**src/rtl/cpu_defs.sv**
```systemverilog
// Shared definitions for the fetch/decode/sequence controller: opcodes, state encoding,
// instruction field positions and the immediate sign-extension helper.
package cpu_defs;

    // Opcodes; anything with opcode[5] == 0 is an ALU-class opcode handled by the regfile
    localparam logic [5:0] OP_ALU  = 6'b000000;
    localparam logic [5:0] OP_LDI  = 6'b010000;
    localparam logic [5:0] OP_LUI  = 6'b010001;
    localparam logic [5:0] OP_LB   = 6'b011010;
    localparam logic [5:0] OP_SB   = 6'b011011;
    localparam logic [5:0] OP_BEQ  = 6'b011110;
    localparam logic [5:0] OP_BLT  = 6'b011111;
    localparam logic [5:0] OP_HALT = 6'b111111;

    // Instruction field positions (LSB of each field)
    localparam int unsigned OPC_LSB = 26;
    localparam int unsigned R1_LSB  = 21;
    localparam int unsigned R2_LSB  = 16;
    localparam int unsigned R3_LSB  = 11;
    localparam int unsigned IMM_LSB = 0;

    typedef enum logic [3:0] {
        StIdle,
        StFetch,
        StDecode,
        StExec,
        StMem,
        StWb,
        StBranch,
        StHalt,
        StTrap
    } cu_state_e;

    function automatic logic [31:0] sign_ext16(input logic [15:0] v);
        return {{16{v[15]}}, v};
    endfunction

endpackage

```
**src/rtl/instr_decoder.sv**
```systemverilog
// Combinational instruction slicer: fields, sign-extended immediate and class flags.
module instr_decoder
    import cpu_defs::*;
(
    input  logic [31:0] instr_i,
    output logic [5:0]  opcode_o,
    output logic [4:0]  reg1_o,
    output logic [4:0]  reg2_o,
    output logic [4:0]  reg3_o,
    output logic [31:0] imm_o,
    output logic        legal_o,
    output logic        is_branch_o,
    output logic        is_mem_o,
    output logic        is_load_o,
    output logic        is_store_o,
    output logic        is_halt_o,
    output logic        writes_reg_o
);

    logic alu_class;
    logic imm_op;

    // Slice fields and classify the opcode
    always_comb begin
        opcode_o     = instr_i[OPC_LSB +: 6];
        reg1_o       = instr_i[R1_LSB +: 5];
        reg2_o       = instr_i[R2_LSB +: 5];
        reg3_o       = instr_i[R3_LSB +: 5];
        imm_o        = sign_ext16(instr_i[IMM_LSB +: 16]);
        alu_class    = (opcode_o[5] == OP_ALU[5]);
        imm_op       = (opcode_o == OP_LDI) || (opcode_o == OP_LUI);
        is_load_o    = (opcode_o == OP_LB);
        is_store_o   = (opcode_o == OP_SB);
        is_mem_o     = is_load_o || is_store_o;
        is_branch_o  = (opcode_o == OP_BEQ) || (opcode_o == OP_BLT);
        is_halt_o    = (opcode_o == OP_HALT);
        legal_o      = alu_class || is_halt_o;
        writes_reg_o = imm_op || is_load_o || (alu_class && !is_branch_o && !is_mem_o);
    end

endmodule

```
**src/rtl/control_unit.sv**
```systemverilog
// Multi-cycle fetch/decode/sequence controller driving the register file, ALU and data memory.
// Owns the PC; register read and write strobes are issued in distinct states so never overlap.
module control_unit
    import cpu_defs::*;
#(
    parameter logic [31:0] RESET_PC    = 32'h0000_0000,
    parameter logic [7:0]  MEM_TIMEOUT = 8'd255
) (
    input  logic        clk,
    input  logic        reset_n,
    input  logic        start,
    output logic        instr_req,
    output logic [31:0] pc,
    input  logic        instr_valid,
    input  logic [31:0] instr_data,
    output logic        reg_read,
    output logic        reg_write,
    output logic [5:0]  opcode,
    output logic [4:0]  reg1,
    output logic [4:0]  reg2,
    output logic [4:0]  reg3,
    output logic [31:0] imm,
    output logic        alu_en,
    input  logic        branch_taken,
    output logic        mem_req,
    output logic        mem_we,
    input  logic        mem_ack,
    output logic        wb_sel,
    output logic        halted,
    output logic        trap
);

    cu_state_e   state_q, state_d;
    logic [31:0] pc_q, pc_d;
    logic [31:0] instr_q, instr_d;
    logic [7:0]  cnt_q, cnt_d;

    logic legal, is_branch, is_mem, is_load, is_store, is_halt, writes_reg;

    instr_decoder u_decoder (
        .instr_i      (instr_q),
        .opcode_o     (opcode),
        .reg1_o       (reg1),
        .reg2_o       (reg2),
        .reg3_o       (reg3),
        .imm_o        (imm),
        .legal_o      (legal),
        .is_branch_o  (is_branch),
        .is_mem_o     (is_mem),
        .is_load_o    (is_load),
        .is_store_o   (is_store),
        .is_halt_o    (is_halt),
        .writes_reg_o (writes_reg)
    );

    assign pc = pc_q;

    // State, PC, latched instruction and memory-wait counter
    always_ff @(posedge clk or negedge reset_n) begin
        if (!reset_n) begin
            state_q <= StIdle;
            pc_q    <= RESET_PC;
            instr_q <= '0;
            cnt_q   <= '0;
        end else begin
            state_q <= state_d;
            pc_q    <= pc_d;
            instr_q <= instr_d;
            cnt_q   <= cnt_d;
        end
    end

    // Next-state and Moore strobes; the counter only runs while waiting in MEM
    always_comb begin
        state_d   = state_q;
        pc_d      = pc_q;
        instr_d   = instr_q;
        cnt_d     = '0;
        instr_req = 1'b0;
        reg_read  = 1'b0;
        reg_write = 1'b0;
        alu_en    = 1'b0;
        mem_req   = 1'b0;
        mem_we    = 1'b0;
        wb_sel    = 1'b0;
        halted    = 1'b0;
        trap      = 1'b0;
        case (state_q)
            StIdle: begin
                if (start) state_d = StFetch;
            end
            StFetch: begin
                instr_req = 1'b1;
                if (instr_valid) begin
                    instr_d = instr_data;
                    state_d = StDecode;
                end
            end
            StDecode: begin
                reg_read = 1'b1;
                state_d  = legal ? StExec : StTrap;
            end
            StExec: begin
                alu_en = 1'b1;
                if (is_branch)    state_d = StBranch;
                else if (is_mem)  state_d = StMem;
                else if (is_halt) state_d = StHalt;
                else              state_d = StWb;
            end
            StMem: begin
                mem_req = 1'b1;
                mem_we  = is_store;
                // An ack on the final allowed cycle still completes the access
                if (mem_ack) begin
                    if (is_store) begin
                        pc_d    = pc_q + 32'd4;
                        state_d = StFetch;
                    end else begin
                        state_d = StWb;
                    end
                end else if (cnt_q == (MEM_TIMEOUT - 8'd1)) begin
                    state_d = StTrap;
                end else begin
                    cnt_d = cnt_q + 8'd1;
                end
            end
            StWb: begin
                reg_write = writes_reg;
                wb_sel    = is_load;
                pc_d      = pc_q + 32'd4;
                state_d   = StFetch;
            end
            StBranch: begin
                pc_d    = branch_taken ? (pc_q + 32'd4 + {imm[29:0], 2'b00}) : (pc_q + 32'd4);
                state_d = StFetch;
            end
            StHalt: begin
                halted = 1'b1;
            end
            StTrap: begin
                trap = 1'b1;
            end
            default: begin
                state_d = StIdle;
            end
        endcase
    end

endmodule

```
**config.mk**
```make
export PLATFORM = sky130hd
export DESIGN_NAME = control_unit
export DESIGN_NICKNAME = d
export VERILOG_FILES = /design/src/rtl/cpu_defs.sv /design/src/rtl/instr_decoder.sv /design/src/rtl/control_unit.sv
export SDC_FILE = /design/constraint.sdc
export NUM_CORES = 1
export LEC_CHECK = 0
export CELL_PAD_IN_SITES_DETAIL_PLACEMENT = 0
export CELL_PAD_IN_SITES_GLOBAL_PLACEMENT = 2
export CORE_MARGIN = 2
export CORE_UTILIZATION = 30
export DETAILED_ROUTE_END_ITERATION = 8
export GPL_ROUTABILITY_DRIVEN = 0
export PLACE_DENSITY = 0.89
export SYNTH_ARGS = -nofsm -noshare
export SYNTH_HDL_FRONTEND = slang
export SYNTH_SLANG_ARGS = --single-unit
export TNS_END_PERCENT = 10
```
**constraint.sdc**
```tcl
create_clock -name clk -period 4.45 [get_ports clk]
set_input_delay 1.335 -clock clk [delete_from_list [all_inputs] [get_ports clk]]
set_output_delay 1.335 -clock clk [all_outputs]
set_load 0.02 [all_outputs]
```
==> Word level (Yosys, flattened, before mapping) <==
Cells that the tools add are included.
{ "totals": {"in_bits": 38, "out_inout_bits": 94, "register_bits": 76, "wordCells": 73} }
{ "classes": {"reduce_logical": 17, "mux": 26, "eq_ne": 21, "n_addsub": 3, "bitwise": 2} }
{ "ops": {"columns": ["op", "n"], "rows": [
  ["2-to-1 mux 32 bit", 3],
  ["one-hot mux 32 bit (3 select lines)", 1],
  ["equality test 6 x 5 -> 1 bit, second input constant", 6],
  ["adder 32 x 3 -> 32 bit, second input constant", 1],
  ["adder 32 bit", 1],
  ["one-hot mux 4 bit (7 select lines)", 1],
  ["2-to-1 mux 8 bit", 3],
  ["2-to-1 mux 4 bit", 5],
  ["equality test 4 x 3 -> 1 bit, second input constant", 4],
  ["2-to-1 mux 1 bit", 9],
  ["adder 8 x 1 -> 8 bit, second input constant", 1],
  ["equality test 4 x 2 -> 1 bit, second input constant", 2],
  ["equality test 8 bit, second input constant", 1],
  ["inequality test 2 bit, second input constant", 4],
  ["equality test 6 bit, second input constant", 1],
  ["logical OR 1 bit", 6],
  ["2-to-1 mux 2 bit", 3],
  ["equality test 4 x 1 -> 1 bit, second input constant", 1],
  ["equality test 4 bit, second input constant", 1],
  ["logical NOT 4 bit", 1],
  ["AND reduction 4 bit", 1],
  ["OR reduction 2 bit", 2],
  ["2-to-1 mux 3 bit", 1],
  ["inequality test 3 bit, second input constant", 1],
  ["6 further kinds", 9]
]} }

==> Longest topological paths before layout <==
Gate-level depths: netlist (run 1).
{ "logic_depth": {"word_depth": 7, "depth_mapped": 20, "mapped_depth_nobuf": 18} }

==> Cells and area by module <==
A second synthesis (run 1) with hierarchy kept.
{ "hier_totals": {"hier_cells": 721, "hier_area_um2": 6199.7} }
{ "modules_own_cells": {"columns": ["module", "area_per_inst_um2", "seq_area_each_um2", "cells_per_inst", "n_inst"], "rows": [
  ["control_unit", 5705.5, 1851.8, 656, 1],
  ["instr_decoder", 494.2, 0.0, 65, 1]
]} }

==> Worst setup path after synthesis (run 1) <==
Ideal clock, no wire load.
{ "synth_timing": {"path_type": "register to register", "startpoint": "register pc_q[4] (netlist: pc[4])", "endpoint": "register pc_q[28] (netlist: pc[28])", "path_stages_with_launch": 16, "setup_time_ns": 0.130, "slack_ns": 0.685, "required_time_ns": 4.320, "arrival_time_ns": 3.634, "period_less_slack_ns": 3.765, "n_path_buf": 2, "path_cell_list": "dfrtp_1 and4_1 clkbuf_2 and3_1 clkbuf_1 nand4_1 xnor2_1 ha_1 a2111oi_4 a21oi_2 a211o_2 a31o_4 a31o_4 a221oi_4 xor2_1 o21ai_1"} }
{ "synth_between": {"elab_chain_cells": 4, "word_cells_on_any_way": 6, "classes_between": "add/sub (2); mux (4)"} }
{ "synth_lines": {"columns": ["item", "line_no", "source"], "rows": [
  ["from (decl)", "control_unit.sv:34", "logic [31:0] pc_q, pc_d;"],
  ["from (signal assigned)", "control_unit.sv:67", "pc_q <= pc_d;"],
  ["adder 32 x 3 -> 32 bit *", "control_unit.sv:116, control_unit.sv:130, control_unit.sv:134", null],
  ["adder 32 bit or 2-to-1 mux 32 bit (tied branches)", "control_unit.sv:134, control_unit.sv:115", null],
  ["2-to-1 mux 32 bit, on equally long branches", "control_unit.sv:134, control_unit.sv:114", null],
  ["one-hot mux 32 bit (3 select lines) *", "control_unit.sv:88", "case (state_q)"]
]} }
Mark *: on every way between the ends. The rest lies on a longest branch, timed or not. The select of a mux whose other input is x is not followed.
A chain may end at the register's enable or synchronous reset.

==> Worst setup path after layout (run 1) <==
{ "layout_timing": {"startpoint": "register pc_q[8] (netlist: pc[8])", "endpoint": "register pc_q[30] (netlist: pc[30])"} }
Same word-level chain as after synthesis.

==> reports/metrics.yaml, run 1 <==
outcome:
  status: "completed"
route:
  vias_per_cell: 5.05
  first_pass_iters: 5
  via_count: 4854
  wl_mm: 15.7
  drtAntennaViolNets: 0
  wl_per_cell_um: 16.3
  drc_errors: 0
  initialDrtViolationCount: 323
clocking:
  cts_buffer_depth: 2
  clk_latency_ns: 0.35
  cts_buffers: 9
  hold_buffers: 0
  cts.sinks: 74
  cts.htree.levels: 3
  cts-root-buf: "clkbuf_16"
  cts_tree: "done"
  clk_pin_slew_ns: 0.06
  cts_resized: 0
  postCtsSetupRepairBufs: 0
synth:
  synth_top_area_share_pct: 33.2
  syn_area_per_cell_um2: 8.91
  ys_seq_elements: 74
  ys_seq_area_share_pct: 33.2
  synth_ff_type: "dfrtp_1"
  synth_area_um2: 5580
  synth_cell_types: 55
  ys_warn_count: 0
  synth_cells: 626
  yosys.area.top_type: "dfrtp_1"
  synthTopCellsByArea: "dfrtp_1 33%, ha_1 8.7%, mux2_2 6.7%, xnor2_1 5.3%, a21oi_1 4.3%"
  async_reset_ff_share_pct: 100
  synth-edff-count: 0
critical_path:
  worst_ep_required_time_ns: 4.73
  worstReg2RegEnd: "pc[30]"
  cp-endpoint: "pc[30]"
  rrSetupSlack_ns: 0.33
  end_kind: "flop"
  cp.arrival_ns: 4.40
  cp-startpoint: "pc[8]"
  path_class: "reg2reg"
  startpoint_type: "flop"
  r2r_start: "pc[8]"
  rr_worst_depth: 18
  critPathMaxFanout: 8
floorplanning:
  die_w_um: 140
  die_h_um: 140
  floorplan.initialDensity_pct: 30.8
  io_pins: 132
  rows: 49
  core_area_um2: 18100
  die_area_um2: 19700
timing:
  relSlewSlack_pct: 35.5
  max_freq_mhz: 243
  final_hold_viol_count: 0
  rsz0062_at_grt: "false"
  final-max-slew-violation-count: 0
  period_share_pct: 92.7
  tns_ns: 0
  setup_ws_ns: 0.326
  holdWs_ns: 0.505
  min_period_ns: 4.12
  worst_slew_pin_slew_ns: 0.968
  clock_skew_ns: 0.00801
  setup_viol: 0
grt:
  grt_usage_pct: 16.0
  grt_start_max_net_pins: 75
  first_global_vias: 4837
  grt_pass1_wl_mm: 25.3
  antenna_found_initial: 0
  overflow: 0
finish:
  final_cell_mix: "128 x clkdlybuf4s50_1, 74 x dfrtp_1, 56 x nand2_1"
  drive_above_1_share_pct: 10.4
  stdcell_area_um2: 7270
  nNetsFinal: 806
  area_delta_synth_final_pct: 30.2
  layout_commonest_cell: "clkdlybuf4s50_1"
  diodes: 0
  num-fill-cells: 1771
place:
  dpl.hpwl_mm: 11.7
  dpl_cell_area_um2: 6950
  pre_cts_ws_ns: 0.342
  port_buffers: 129
min_path:
  hold_class: "reg2reg"
  min_from: "instr_q[24]"
power:
  p_leak_nw: 3.01
  ir_drop_uv: 462
  power_density_nw_per_um2: 842
flow_run:
  maxCapViolations: 0
## synth_stat cells, types with 3 or more instances
cell,instances
a211oi_1,8
a21o_1,13
a21oi_1,48
a22oi_1,6
a31oi_1,6
and3_1,11
and4_1,3
buf_1,3
buf_4,23
clkbuf_1,19
dfrtp_1,74
ha_1,39
inv_1,15
mux2_2,33
mux2i_1,3
nand2_1,56
nand3_1,27
nand4_1,16
nor2_1,49
nor2b_1,9
nor3_1,15
nor4_1,3
nor4b_1,4
o21ai_0,37
o21bai_1,5
or2_2,5
or4_1,3
xnor2_1,34
xor2_1,22
## how the worst min path moves through the flow
stage	to	slack, ns	cells after the start
detailed placement	instr_q[22]	0.49	1
CTS	instr_q[24]	0.51	1
floorplan	cnt_q[0]	0.49	1
finish	instr_q[24]	0.51	1
global route	instr_q[24]	0.52	1
global placement	instr_q[17]	0.49	1
## stage by stage
stage               utilization [%]  instances  power (W)
global route                   40.2        962    0.00658
finish                         40.2        962    0.00612
detailed placement             38.4        946    0.00535
CTS                            40.2        962    0.00617
floorplan                         -        627    0.00409
global placement               38.4        946    0.00530
## logic make-up (layout without fill, tap and decap cells)
kind of cell    Yosys count  count (layout)  synth area share [%]
fa+ha+maj                40              40                  9.11
flops                    74              74                  33.2
mux                      36              36                  7.20
buf+inv                  62             168                  5.76
xor+xnor                 56              56                  8.79
compound gates          145             145                  17.1
simple gates            212             212                  18.8
other cells               1               2                0.0672
## power breakdown
group | internal (W) | switching [W] | leakage, nW
logic | 0.00186 | 0.00211 | 1.94
registers | 0.000957 | 0.000413 | 0.921
clock network | 0.000456 | 0.000318 | 0.150
## state kept, by name (all words and copies together) (netlist names)
signal / flops
pc: 30
instr_q: 32
state_q: 4
cnt_q: 8
## per-layer routing
layer  wire, um  track usage (%)
met1       7020             20.1
met2       7550             27.1
met3        912             4.51
met4        196             4.36
met5          0                0
## layout make-up
cell class                 count  area, um^2  area share, %
tap                          229         287           3.94
sequential                    74        1850           25.5
clock buffer                  10         239           3.29
clock inverter                 6        72.6          0.999
inverter                      15        56.3          0.775
multi-input combinational    491        3410           46.9
timing repair buffer         137        1350           18.6
## critical path, stage by stage (launching register included)
cell     delay (ns)
dfrtp_1        0.47
and4_1         0.27
and3_1         0.23
and4_4         0.27
nand3_1        0.15
nor2b_2        0.36
nand3_1        0.15
xnor2_1        0.24
ha_1           0.30
a21o_1         0.18
nand2_1        0.06
nand2_1        0.05
a21oi_1        0.30
nor2b_1        0.08
o21ai_0        0.15
nor4b_1        0.30
a21oi_1        0.12
mux2_2         0.27
nor2_1         0.09
Note: power is estimated with default switching activity, not from simulation.
==> run 2, diff against run 1 <==
- TNS_END_PERCENT: 10 -> 5
==> results of run 2 <==
Same layout as run 1: the final DEF is identical, and so are final timing and power.
